===== src/rtl/collision_matrix.sv =====
// Pairwise collision detector between N_A group-A and N_B group-B drawing requests.
// It produces once-per-frame hit pulses (immediate or frame-deferred), a lowest-index pair report and a saturating hit count.
module collision_matrix #(
    parameter int N_A   = 4,
    parameter int N_B   = 8,
    parameter int MODE  = 0,
    parameter int CNT_W = 4
) (
    input  logic                                       clk,
    input  logic                                       resetN,
    input  logic                                       startOfFrame,
    input  logic                                       enable,
    input  logic [N_A-1:0]                             aDrawingRequest,
    input  logic [N_B-1:0]                             bDrawingRequest,
    output logic [N_A-1:0]                             SingleHitPulse_a,
    output logic [N_B-1:0]                             SingleHitPulse_b,
    output logic                                       hit_pair_valid,
    output logic [((N_A > 1) ? $clog2(N_A) : 1)-1:0]   hit_a_idx,
    output logic [((N_B > 1) ? $clog2(N_B) : 1)-1:0]   hit_b_idx,
    output logic [CNT_W-1:0]                           frame_hit_count
);

    localparam int IA_W  = (N_A > 1) ? $clog2(N_A) : 1;
    localparam int IB_W  = (N_B > 1) ? $clog2(N_B) : 1;
    localparam int SUM_W = CNT_W + 5;
    localparam logic [CNT_W-1:0] CNT_MAX = {CNT_W{1'b1}};

    function automatic logic [IA_W-1:0] lowest_a(input logic [N_A-1:0] v);
        lowest_a = {IA_W{1'b0}};
        for (int i = N_A - 1; i >= 0; i--) begin
            if (v[i]) lowest_a = i[IA_W-1:0];
        end
    endfunction

    function automatic logic [IB_W-1:0] lowest_b(input logic [N_B-1:0] v);
        lowest_b = {IB_W{1'b0}};
        for (int j = N_B - 1; j >= 0; j--) begin
            if (v[j]) lowest_b = j[IB_W-1:0];
        end
    endfunction

    function automatic logic [4:0] popcnt_a(input logic [N_A-1:0] v);
        popcnt_a = 5'd0;
        for (int i = 0; i < N_A; i++) begin
            popcnt_a = popcnt_a + {4'd0, v[i]};
        end
    endfunction

    logic [N_A-1:0]   flags_a_q, flags_a_d, flags_a_eff_s, hit_a_s, new_a_s;
    logic [N_B-1:0]   flags_b_q, flags_b_d, flags_b_eff_s, hit_b_s, new_b_s;
    logic [CNT_W-1:0] run_q, run_d, frame_cnt_q, frame_cnt_d, run_base_s;
    logic [SUM_W-1:0] run_sum_s;
    logic [IA_W-1:0]  pi_s, ia_q, ia_d, pair_a_q, pair_a_d;
    logic [IB_W-1:0]  pj_s, ib_q, ib_d, pair_b_q, pair_b_d;
    logic [N_A-1:0]   pulse_a_q, pulse_a_d;
    logic [N_B-1:0]   pulse_b_q, pulse_b_d;
    logic             valid_q, valid_d, pair_vld_q, pair_vld_d;

    // Overlap detection, per-frame flags and saturating running count.
    always_comb begin
        // Row/column OR of the overlap matrix reduces to a channel AND the other group's OR.
        hit_a_s       = aDrawingRequest & {N_A{enable & (|bDrawingRequest)}};
        hit_b_s       = bDrawingRequest & {N_B{enable & (|aDrawingRequest)}};
        flags_a_eff_s = startOfFrame ? {N_A{1'b0}} : flags_a_q;
        flags_b_eff_s = startOfFrame ? {N_B{1'b0}} : flags_b_q;
        new_a_s       = hit_a_s & ~flags_a_eff_s;
        new_b_s       = hit_b_s & ~flags_b_eff_s;
        flags_a_d     = flags_a_eff_s | hit_a_s;
        flags_b_d     = flags_b_eff_s | hit_b_s;
        pi_s          = lowest_a(new_a_s);
        // Once pi is in newA its request is high, so its lowest overlap is the lowest B request.
        pj_s          = lowest_b(bDrawingRequest);
        run_base_s    = startOfFrame ? {CNT_W{1'b0}} : run_q;
        run_sum_s     = {5'd0, run_base_s} + {{CNT_W{1'b0}}, popcnt_a(new_a_s)};
        if (run_sum_s > {5'd0, CNT_MAX}) begin
            run_d = CNT_MAX;
        end else begin
            run_d = run_sum_s[CNT_W-1:0];
        end
        frame_cnt_d = startOfFrame ? run_q : frame_cnt_q;
    end

    // Pulse and pair-report selection for the configured mode.
    always_comb begin
        pulse_a_d  = {N_A{1'b0}};
        pulse_b_d  = {N_B{1'b0}};
        valid_d    = 1'b0;
        ia_d       = ia_q;
        ib_d       = ib_q;
        pair_vld_d = pair_vld_q;
        pair_a_d   = pair_a_q;
        pair_b_d   = pair_b_q;
        if (MODE == 0) begin
            pulse_a_d = new_a_s;
            pulse_b_d = new_b_s;
            valid_d   = |new_a_s;
            if (|new_a_s) begin
                ia_d = pi_s;
                ib_d = pj_s;
            end else begin
                ia_d = ia_q;
                ib_d = ib_q;
            end
        end else begin
            if (startOfFrame) begin
                pulse_a_d = flags_a_q;
                pulse_b_d = flags_b_q;
                valid_d   = pair_vld_q;
                if (pair_vld_q) begin
                    ia_d = pair_a_q;
                    ib_d = pair_b_q;
                end else begin
                    ia_d = ia_q;
                    ib_d = ib_q;
                end
            end else begin
                pulse_a_d = {N_A{1'b0}};
                pulse_b_d = {N_B{1'b0}};
                valid_d   = 1'b0;
            end
            // The first new A hit of a frame (including the boundary cycle) becomes the stored pair.
            if ((|new_a_s) && (startOfFrame || !pair_vld_q)) begin
                pair_vld_d = 1'b1;
                pair_a_d   = pi_s;
                pair_b_d   = pj_s;
            end else if (startOfFrame) begin
                pair_vld_d = 1'b0;
            end else begin
                pair_vld_d = pair_vld_q;
            end
        end
    end

    // State and registered outputs.
    always_ff @(posedge clk or negedge resetN) begin
        if (!resetN) begin
            flags_a_q   <= {N_A{1'b0}};
            flags_b_q   <= {N_B{1'b0}};
            run_q       <= {CNT_W{1'b0}};
            frame_cnt_q <= {CNT_W{1'b0}};
            pulse_a_q   <= {N_A{1'b0}};
            pulse_b_q   <= {N_B{1'b0}};
            valid_q     <= 1'b0;
            ia_q        <= {IA_W{1'b0}};
            ib_q        <= {IB_W{1'b0}};
            pair_vld_q  <= 1'b0;
            pair_a_q    <= {IA_W{1'b0}};
            pair_b_q    <= {IB_W{1'b0}};
        end else begin
            flags_a_q   <= flags_a_d;
            flags_b_q   <= flags_b_d;
            run_q       <= run_d;
            frame_cnt_q <= frame_cnt_d;
            pulse_a_q   <= pulse_a_d;
            pulse_b_q   <= pulse_b_d;
            valid_q     <= valid_d;
            ia_q        <= ia_d;
            ib_q        <= ib_d;
            pair_vld_q  <= pair_vld_d;
            pair_a_q    <= pair_a_d;
            pair_b_q    <= pair_b_d;
        end
    end

    assign SingleHitPulse_a = pulse_a_q;
    assign SingleHitPulse_b = pulse_b_q;
    assign hit_pair_valid   = valid_q;
    assign hit_a_idx        = ia_q;
    assign hit_b_idx        = ib_q;
    assign frame_hit_count  = frame_cnt_q;

endmodule


===== config.mk =====
export PLATFORM = sky130hd
export DESIGN_NAME = collision_matrix
export DESIGN_NICKNAME = d
export VERILOG_FILES = /design/src/rtl/collision_matrix.sv
export SDC_FILE = /design/constraint.sdc
export NUM_CORES = 1
export LEC_CHECK = 0
export CAP_MARGIN = 20
export CORE_ASPECT_RATIO = 1.5
export CORE_MARGIN = 3
export CORE_UTILIZATION = 49
export DETAILED_ROUTE_END_ITERATION = 6
export GPL_TIMING_DRIVEN = 0
export PLACE_DENSITY = 0.78
export SLEW_MARGIN = 20
export SYNTH_ARGS = -nofsm -noshare
export SYNTH_HDL_FRONTEND = slang
export SYNTH_SLANG_ARGS = --single-unit

===== constraint.sdc =====
create_clock -name clk -period 2.89 [get_ports clk]
set_input_delay 0.4335 -clock clk [delete_from_list [all_inputs] [get_ports clk]]
set_output_delay 0.4335 -clock clk [all_outputs]
set_load 0.01 [all_outputs]

## After elaboration in Yosys (flattened, before gate mapping)

Cells that the tools add are included.

- Flip-flop bits (word level): 38
- Input bits: 16
- Output and inout port bits: 22

- Add/subtract/negate cells: 4
- Magnitude comparators: 1
- Muxes and demuxes: 16
- Bitwise gates (word level): 10
- Reduce and logical (&&, ||, !) cells: 3

Operator list:

| cell | number |
|---|---|
| 2-to-1 mux 3 bit | 8 |
| AND 8 bit | 2 |
| 2-to-1 mux 4 bit | 3 |
| AND 4 bit | 2 |
| 2-to-1 mux 2 bit | 4 |
| 2-to-1 mux 8 bit | 1 |
| NOT 8 bit | 1 |
| bitwise OR 8 bit | 1 |
| OR reduction 4 bit | 2 |
| OR reduction 8 bit | 1 |
| adder 4 x 4 -> 5 bit | 1 |
| greater-than comparator 5 x 4 -> 1 bit (second input constant) | 1 |
| adder 3 x 1 -> 4 bit | 1 |
| NOT 4 bit | 1 |
| bitwise OR 4 bit | 1 |
| adder 2 x 1 -> 3 bit | 1 |
| adder 1 x 1 -> 2 bit | 1 |
| AND 1 bit | 2 |

## Depth between registers and ports, before layout

- Depth in word-level cells: 10
- Gate-level depth with buffers: 12

## Least setup slack after synthesis

No wires, ideal clock.

- Path type: in2reg
- From: input port bDrawingRequest[0]
- To: register run_q[3]
- Setup time: 0.064 ns
- Arrival time: 2.847 ns
- Data required time: 2.826 ns
- Slack: -0.022 ns
- Cell stages on the path: 10
- Path buffers: 0
- Path through: or4_4 -> o21ai_4 -> nor2_1 -> xnor2_1 -> ha_1 -> inv_1 -> fa_1 -> fa_1 -> a31oi_1 -> o21a_1

- Word-level cells in the longest chain between the ends: 10

RTL lines:

| item | line | source |
|---|---|---|
| from (decl) | 14 | `input logic [N_B-1:0] bDrawingRequest,` |
| OR reduction 8 bit * | 62 | `hit_a_s = aDrawingRequest & {N_A{enable & (\|bDrawingRequest)}};` |
| AND 1 bit * | 62 |  |
| AND 4 bit * | 62 |  |
| AND 4 bit * | 66 | `new_a_s = hit_a_s & ~flags_a_eff_s;` |
| named net new_a_s[0] | 49 | `logic [N_A-1:0] flags_a_q, flags_a_d, flags_a_eff_s, hit_a_s, new_a_s;` |
| adder 1 x 1 -> 2 bit * | 45 | `popcnt_a = popcnt_a + {4'd0, v[i]};` |
| adder 2 x 1 -> 3 bit * | 45 |  |
| adder 3 x 1 -> 4 bit * | 45 |  |
| adder 4 x 4 -> 5 bit * | 74 | `run_sum_s = {5'd0, run_base_s} + {{CNT_W{1'b0}}, popcnt_a(new_a_s)};` |
| greater-than comparator 5 x 4 -> 1 bit | 75 | `if (run_sum_s > {5'd0, CNT_MAX}) begin` |
| 2-to-1 mux 4 bit * | 75 |  |
| named net run_d[3] | 51 | `logic [CNT_W-1:0] run_q, run_d, frame_cnt_q, frame_cnt_d, run_base_s;` |
| to (signal assigned) | 139 | `run_q <= {CNT_W{1'b0}};` |
| to (signal assigned) | 152 | `run_q <= run_d;` |
| to (decl) | 51 |  |

The timed path passes the listed nets; every way through them passes the cells marked *.
A chain may end at the register's enable or synchronous reset.

## Final worst setup path

- From: input port bDrawingRequest[1]
- To: register run_q[3]

Same word-level chain as after synthesis.

==> flow_summary.toml <==
[global_route]
grt_max_degree = 21
antenna_found_initial = 0
overflow = 0
grt_pass1_vias = 1387
grt.total_usage_pct = 20.81
grt_pass1_wl_mm = 6.203

[floorplan]
rows = 25
design.core.area_sq_mm = 0.003191
fp.dieW_um = 53.48
dieArea_sq_mm = 0.004129
initial_core_util_pct = 51.92
die_y_um = 77.21
io_pins = 38

[cells_and_area]
finalNonFillerCells = 238
final_util_pct = 71.61
layout-drive-gt1-share_pct = 20.71
layout_common_cells = "dfrtp_1 (38), clkdlybuf4s50_1 (26), nand2_1 (19), inv_1 (16), a21oi_1 (13)"
final_common_cell = "dfrtp_1"
area_growth_pct = 37.92
finalNetCount = 217
fin_area_sq_mm = 0.002285
antenna_cells = 0

[power]
p_leak_nw = 1.082
p_per_area_mw_per_mm2 = 645.7
peakVddDrop_mv = 0.5184

[setup_path]
cp-end-kind = "flop"
crit_path_start_kind = "primary input"
cp.arrival_ps = 2970
criticalPathCategory = "primary input to flop"
required_ps = 3120
critPathMaxFanout = 6

[placement]
gp_congestion = 0.8242
io_buffers = 36
dp_cells = 225
dpl.hpwl_mm = 2.744
place_area_sq_mm = 0.002092

[sta]
slew_viol_final = 0
min_period_ps = 2738
min_period_over_period_pct = 94.75
rsz0062_at_grt = "no"
worstMarginPinSlew_ps = 518.1
slew_headroom_pct = 65.46
finalSetupViolCount = 0
clock_skew_ps = 8.151
fmax_mhz = 365.2
hold_viol = 0
setup-tns-final_ps = 0

[synthesis]
synth_area_sq_mm = 0.001657
syn-num-nets = 168
synthCells = 148
yosys_warnings = 0
ys_seq_area_share_pct = 57.40
synth.distinct_cells = 35
ys_seq_elements = 38
syn_area_per_cell_sq_um = 11.19

[run_status]
status = "finished, final reports clean"

[clock_network]
path_clk_slew_ps = 70
hold_buffers = 0
clockRootBuffer = "clkbuf_8"
cts_made_buffers = 5
cts_tree = "built"
htreeDepth = 2
cts_max_path_buffers = 2
cts_sinks = 38
clk_latency_ps = 290

[worst_hold_path]
hp-class = "primary input to async pin"

[route]
wirelength_mm = 3.741
first_pass_iters = 4
remaining_drc_errors = 0
drt_iter0_markers = 41
wl_per_cell_um = 15.72
antenna_left = 0
post_drt_via_cell_ratio = 5.483
vias = 1305

[job]
drv_cap = 0
## sequential cells by signal, summed over array words and instances (netlist names)
signal and count:
flags_b_q 8, flags_a_q 4, run_q 4, hit_pair_valid 1, hit_a_idx 2, SingleHitPulse_a 4
SingleHitPulse_b 8, frame_hit_count 4, hit_b_idx 3
## stage by stage
stage          hold slack (ps)  worst slack, ps  power [mW]
3_5_place_dp             413.6           -682.3      0.9281
2_1_floorplan            137.9            30.47      0.7748
4_1_cts                  94.10            25.02       1.486
3_3_place_gp             428.6           -631.9      0.9126
5_1_grt                  113.0            4.613       1.547
6_report                 85.30            151.6       1.475
## worst max-delay path, stage by stage
cell	delay [ps]
dlygate4sd2_1	290
or4_4	460
o21ai_4	210
nor2_4	80
xnor2_1	130
ha_1	280
inv_1	50
fa_2	350
fa_2	370
a31oi_1	180
o21a_1	130
## cell type report
type / count / area [sq um]
Clock inverter: 2 / 60.06
Sequential cell: 38 / 950.9
Clock buffer: 6 / 82.58
Multi-Input combinational cell: 91 / 678.2
Tap cell: 40 / 50.05
Timing Repair Buffer: 42 / 390.4
Buffer: 3 / 12.51
Inverter: 16 / 60.06
Fill cell: 241 / 905.9
## power by group
part	leakage [nW]	switching, mW	internal, mW	total [mW]
clock	0.0714	0.185	0.368	0.553
sequential	0.484	0.0358	0.601	0.637
combinational	0.527	0.134	0.151	0.285
## synth_stat cells, drive strengths merged
master	n	share of area, %
dfrtp	38	57
nand2	19	4.3
inv	16	3.6
o21ai	14	4.9
a21oi	13	3.9
mux2	7	5.4
nor2	6	1.4
nand2b	3	1.1
nor2b	3	1.1
a31oi	2	1.7
clkbuf	2	0.45
fa	2	2.4
ha	2	1.5
nor4	2	0.76
o21a	2	0.91
or4	2	1.4
a211oi	1	0.45
a21boi	1	0.45
a21o	1	0.45
a221oi	1	0.53
a22o	1	0.53
buf	1	0.30
mux2i	1	0.60
nand3	1	0.30
nand3b	1	0.45
nor3	1	0.30
o2111ai	1	0.91
o221a	1	0.68
o221ai	1	0.53
o41a	1	0.68
xnor2	1	0.53
## final timing paths
kind / startpoint / to / slack (ps) / cells past startpoint
max: bDrawingRequest[1] / run_q[3]$_DFF_PN0_ / 150 / 11
min: resetN / flags_b_q[4]$_DFF_PN0_ / 90 / 1
max reg2reg: flags_a_q[3]$_DFF_PN0_ / run_q[3]$_DFF_PN0_ / 580 / 7
min reg2reg: flags_b_q[5]$_DFF_PN0_ / SingleHitPulse_b[5]$_DFF_PN0_ / 440 / 1
max in group asynchronous: resetN / flags_a_q[1]$_DFF_PN0_ / 2340 / 2
min in group clk: bDrawingRequest[2] / SingleHitPulse_b[2]$_DFF_PN0_ / 440 / 3
## cell families (layout without fill, tap and decap cells)
family                   count (synthesis)  after routing  synth area share, %
XOR/XNOR                                 1              1               0.5288
buffers and inverters                   19             69                4.381
multiplexers                             8              8                6.042
flip-flops                              38             38                57.40
adder cells (fa/ha/maj)                  4              4                3.927
AO/OA/AOI/OAI                           40             40                16.62
AND/OR/NAND/NOR                         38             38                11.10
## what timing repair did
item,in CTS,in global routing
pin swaps,5,5
hold endpoints to repair,0,0
endpoints found under the setup margin,4,4
setup buffers,3,2
resized for setup,14,15
## layer usage
layer	GRT usage, %	vias to the layer above	part of all wire, %	routed length [um]
met5	0	-	0	0
met4	14.58	0	4.4	165
met3	5.437	13	4.8	180
met2	32.92	47	54	2008
met1	23.22	644	37	1387
li1	-	601	-	-
Note: power is estimated with default switching activity, not from simulation.
